[config.mk]
export PLATFORM = sky130hd
export DESIGN_NAME = nibble_serial_alu
export DESIGN_NICKNAME = d
export VERILOG_FILES = /design/src/rtl/nibble_serial_alu.sv
export SDC_FILE = /design/constraint.sdc
export NUM_CORES = 1
export LEC_CHECK = 0
export CAP_MARGIN = 20
export CORE_ASPECT_RATIO = 1.25
export CORE_UTILIZATION = 30
export CTS_CLUSTER_DIAMETER = 150
export DETAILED_ROUTE_END_ITERATION = 7
export SYNTH_ARGS = -nofsm -noshare
export SYNTH_HDL_FRONTEND = slang
export SYNTH_SLANG_ARGS = --single-unit
export TNS_END_PERCENT = 50
[constraint.sdc]
create_clock -name clk -period 4.8 [get_ports clk]
set_clock_uncertainty 0.15 [all_clocks]
set_input_delay 0.96 -clock clk [delete_from_list [all_inputs] [get_ports clk]]
set_output_delay 0.96 -clock clk [all_outputs]
set_load 0.01 [all_outputs]
[src/rtl/nibble_serial_alu.sv]
// Nibble-serial ALU: processes a WIDTH-bit operation four bits per clock, LSB
// nibble first. It uses one shared 4-bit datapath and a carry register between nibbles.
module nibble_serial_alu #(
  parameter int WIDTH = 32
) (
  input  logic             clk,
  input  logic             rst_n,
  input  logic             start,
  input  logic [2:0]       S,
  input  logic [WIDTH-1:0] a,
  input  logic [WIDTH-1:0] b,
  output logic             busy,
  output logic             done,
  output logic [WIDTH-1:0] res,
  output logic             carry_out,
  output logic             overflow,
  output logic             zero
);

  localparam int N  = WIDTH / 4;
  localparam int IW = (N > 1) ? $clog2(N) : 1;

  typedef enum logic [1:0] {
    IDLE = 2'd0,
    RUN  = 2'd1,
    DONE = 2'd2
  } state_t;

  state_t state_q, state_d;

  logic [WIDTH-1:0] a_q, b_q;
  logic [2:0]       s_q;
  logic [IW-1:0]    idx_q;
  logic             carry_q;

  logic [WIDTH-1:0] a_sh, b_sh, res_d, nib_mask;
  logic [3:0]       a_nib, b_nib, b_eff, r_nib;
  logic [4:0]       sum5, low4;
  logic             last, is_sub, is_arith, is_slt, ovf_nib, slt_bit, accept;

  assign accept   = (state_q == IDLE) && start;
  assign last     = (idx_q == IW'(N - 1));
  assign is_sub   = (s_q == 3'b101) || (s_q == 3'b110);
  assign is_arith = (s_q == 3'b100) || (s_q == 3'b101);
  assign is_slt   = (s_q == 3'b110);

  // Shared 4-bit datapath fed by the nibble selected by idx_q.
  always_comb begin
    a_sh     = a_q >> {idx_q, 2'b00};
    b_sh     = b_q >> {idx_q, 2'b00};
    a_nib    = a_sh[3:0];
    b_nib    = b_sh[3:0];
    b_eff    = is_sub ? ~b_nib : b_nib;
    sum5     = {1'b0, a_nib} + {1'b0, b_eff} + {4'b0000, carry_q};
    low4     = {2'b00, a_nib[2:0]} + {2'b00, b_eff[2:0]} + {4'b0000, carry_q};
    ovf_nib  = low4[3] ^ sum5[4];
    slt_bit  = sum5[3] ^ ovf_nib;
    r_nib    = '0;
    case (s_q)
      3'b000:  r_nib = a_nib & b_nib;
      3'b001:  r_nib = a_nib | b_nib;
      3'b010:  r_nib = a_nib ^ b_nib;
      3'b011:  r_nib = ~(a_nib | b_nib);
      3'b100,
      3'b101,
      3'b110:  r_nib = sum5[3:0];
      default: r_nib = '0;
    endcase
    nib_mask = WIDTH'(4'hF) << {idx_q, 2'b00};
    res_d    = (res & ~nib_mask) | (WIDTH'(r_nib) << {idx_q, 2'b00});
    // SLT replaces the difference with the sign-corrected comparison bit.
    if (last && is_slt) res_d = WIDTH'(slt_bit);
  end

  always_ff @(posedge clk or negedge rst_n) begin
    if (!rst_n) state_q <= IDLE;
    else        state_q <= state_d;
  end

  always_comb begin
    state_d = state_q;
    case (state_q)
      IDLE:    if (start) state_d = RUN;
      RUN:     if (last)  state_d = DONE;
      DONE:    state_d = IDLE;
      default: state_d = IDLE;
    endcase
  end

  always_ff @(posedge clk or negedge rst_n) begin
    if (!rst_n) begin
      a_q       <= '0;
      b_q       <= '0;
      s_q       <= '0;
      idx_q     <= '0;
      carry_q   <= 1'b0;
      res       <= '0;
      carry_out <= 1'b0;
      overflow  <= 1'b0;
      zero      <= 1'b1;
    end else if (accept) begin
      a_q       <= a;
      b_q       <= b;
      s_q       <= S;
      idx_q     <= '0;
      carry_q   <= (S == 3'b101) || (S == 3'b110);
      res       <= '0;
      carry_out <= 1'b0;
      overflow  <= 1'b0;
    end else if (state_q == RUN) begin
      res     <= res_d;
      carry_q <= sum5[4];
      if (last) begin
        idx_q     <= '0;
        carry_out <= is_arith & sum5[4];
        overflow  <= is_arith & ovf_nib;
        zero      <= (res_d == '0);
      end else begin
        idx_q <= idx_q + 1'b1;
      end
    end
  end

  assign busy = (state_q != IDLE);
  assign done = (state_q == DONE);

endmodule
==> reports/metrics.cfg <==
[global_routing]
antenna_found_initial = 0
track_usage_pct = 15.2
grt_pass1_wl_um = 23000
grt-ovfl-total = 0
grt_max_degree = 73
first_global_vias = 4322

[min_path]
hp-class = reg -> reg

[cts]
clock_latency_ps = 360
cts_buffer_depth = 2
cts_made_buffers = 9
cts-root-buf = clkbuf_16
cts_tree = done
clock-sinks = 108
hold_buffers = 0
clk_pin_slew_ps = 70
cts_resized = 0
htree_levels = 3
post_cts_buffers = 0

[logic_synthesis]
synth.top_cells.by_area = dfrtp_1 47%, mux2_2 13%, mux4_2 6.3%
synth-compound-area-share_pct = 10.9
syn-cell-area_um2 = 5720
ys_types = 66
synth-async-reset-ratio_pct = 100
synthFlopType = dfrtp_1
synthXorXnorAreaFrac_pct = 1.82
yosysTopAreaCell = dfrtp_1
synth_fp_nets = 568
yosysMostFrequentCell = dfrtp_1
netlist_top_cells_count = 107 x dfrtp_1, 67 x mux2_2, 49 x nand2_1
synthSimpleGateAreaFrac_pct = 10.8
yosysTopAreaCellShare_pct = 46.8
avgSynthCellArea_um2 = 11.9
synth-edff-count = 0
ys_warn_count = 0
netlist_instances = 479
muxShareOfSynthArea_pct = 20.6
synth_seq_cells = 108
ys_seq_area_share_pct = 47.3
synthAdderAreaFrac_pct = 4.42
synth_top_family_by_area = multiplexers

[finish]
fillers = 1822
drive_gt1_share_pct = 21.2
antenna_cells = 0
num-nets-final = 668
multi_input_area_um2 = 2770
fin_area_um2 = 7280
synthToLayoutAreaGrowth_pct = 27.3
seqCellArea_um2 = 2700

[setup_path]
critPathKind = reg -> reg
r2r_cells = 13
cp_data_required_time_ps = 4940
r2r-end = zero$_DFFE_PN1P_
arrival_ps = 4130
r2r_slack_ps = 810
r2r-start = idx_q[0]$_DFFE_PN0P_
crit_path_start = idx_q[0]$_DFFE_PN0P_
endpoint = zero$_DFFE_PN1P_
end_kind = flip-flop
start_kind = flip-flop
cp_max_fo = 27

[placement]
place_hpwl_um = 10900
place_area_um2 = 6950
place.gp.congestion = 0.868
io_buffers = 106

[sta]
min_period_ps = 3990
rsz0062_at_grt = false
max_slew_margin_pct = 38.3
final_hold_viol_count = 0
setup_viol = 0
fin_tns_setup_ps = 0
worst_pin_slew_ps = 925
slew_viol_final = 0
fin_crit_sh_pct = 83.1
fmax_ghz = 0.251

[drt]
drtPass1Iterations = 7
num_vias = 4156
final_antenna_net_count = 0
drtIter0Drc = 207
wire_per_inst_um = 17.6
drt-vias-per-instance = 5.09
routed_wl_um = 14400
drc = 8

[floorplanning]
core_region_area_um2 = 18700
die_x_um = 125
start_util_pct = 30.6
placementRows = 56
die_y_um = 156
dieArea_um2 = 19600
io_pins = 107

[power]
ir_drop_mv = 0.337
p_per_area_nw_per_um2 = 810
power_mw = 5.89
leakagePower_nw = 3.05

[outcome]
violations = design-rule violations
outcome = complete, but fails checks

[run]
drv_cap = 0

-- power by group --
part	leakage, nW	switching (mW)	internal (mW)	total (mW)
clock	0.159	0.348	0.464	0.812
sequential	1.34	0.297	1.31	1.61
combinational	1.55	1.87	1.60	3.47
total	3.05	2.51	3.38	5.89
-- layer usage --
metal	track usage [%]	share of wire (%)	vias up	routed length [um]
met4	5.98	2.3	0	324
li1	-	-	1939	-
met1	18.6	43	2071	6130
met5	0	0	-	0
met2	26.1	50	127	7240
met3	3.45	4.8	19	687
-- placed cells by master, fill, tap and decap left out, drive strengths merged, types with 3 or more instances in the layout --
| master | synthesis | routed |
|---|---|---|
| mux4 | 16 | 16 |
| nor3 | 7 | 7 |
| mux2i | 6 | 6 |
| nor4 | 4 | 4 |
| clkdlybuf4s50 | 0 | 105 |
| o22ai | 6 | 6 |
| nand2 | 49 | 49 |
| clkinv | 0 | 3 |
| clkbuf | 9 | 10 |
| o21ai | 29 | 29 |
| buf | 16 | 9 |
| ha | 17 | 17 |
| a22o | 16 | 16 |
| xor2 | 9 | 9 |
| dfrtp | 107 | 107 |
| nand3 | 7 | 7 |
| and3 | 3 | 3 |
| nor2 | 21 | 21 |
| or2b | 3 | 3 |
| a21oi | 8 | 8 |
| and2 | 7 | 7 |
| mux2 | 67 | 67 |
| nor2b | 8 | 8 |
| inv | 18 | 19 |
-- critical path, cell delays in order (launching register included) --
cell and delay, ps:
dfrtp_1 410, buf_4 420, mux4_2 560, nand2_1 80
and2_1 190, fa_1 220, inv_1 60, fa_1 470
a21boi_1 70, or4_1 680, a32oi_1 240, a222oi_1 80
a31oi_1 200, o21ai_1 80
-- sequential cells by signal, summed over array words and instances, names as in the netlist --
| signal | count |
|---|---|
| carry_q | 1 |
| overflow | 1 |
| zero | 1 |
| res | 32 |
| a_q | 32 |
| s_q | 3 |
| carry_out | 1 |
| state_q | 2 |
| b_q | 32 |
| idx_q | 3 |
-- final cells by class --
| class | instances | area share (%) |
|---|---|---|
| clock buffer | 10 | 3.15 |
| clock inverter | 6 | 1.34 |
| inverter | 18 | 0.928 |
| multi-input combinational | 328 | 38.1 |
| sequential | 108 | 37.1 |
| tap | 232 | 3.99 |
| timing repair buffer | 114 | 15.4 |
-- cells by family (layout without fill, tap and decap cells) --
family | after synthesis | after routing
DFF | 108 | 108
AOI/OAI and AO/OA | 85 | 85
buffers and inverters | 43 | 148
muxes | 89 | 89
xor gates and xnor gates | 11 | 11
and+or+nand+nor | 124 | 124
adders and majority gates | 19 | 19
-- how the worst min path moves through the flow --
stage / slack (ps) / to / cells after the start / start
5_1_grt: 360 / zero$_DFFE_PN1P_ / 2 / zero$_DFFE_PN1P_
6_report: 340 / res[30]$_DFFE_PN0P_ / 2 / res[30]$_DFFE_PN0P_
3_3_place_gp: 330 / res[28]$_DFFE_PN0P_ / 2 / res[28]$_DFFE_PN0P_
3_5_place_dp: 320 / res[30]$_DFFE_PN0P_ / 2 / res[30]$_DFFE_PN0P_
4_1_cts: 340 / res[30]$_DFFE_PN0P_ / 2 / res[30]$_DFFE_PN0P_
2_1_floorplan: 320 / zero$_DFFE_PN1P_ / 2 / zero$_DFFE_PN1P_
-- through the flow --
step           cells  setup WS [ps]  hold WS, ps  util [%]
4_1_cts          816            792          340      38.9
3_3_place_gp     800            885          326      37.2
3_5_place_dp     800            811          324      37.2
2_1_floorplan    479            934          319         -
6_report         816            809          339      38.9
5_1_grt          816            429          360      38.9
Power figures use the tool's default switching activity.
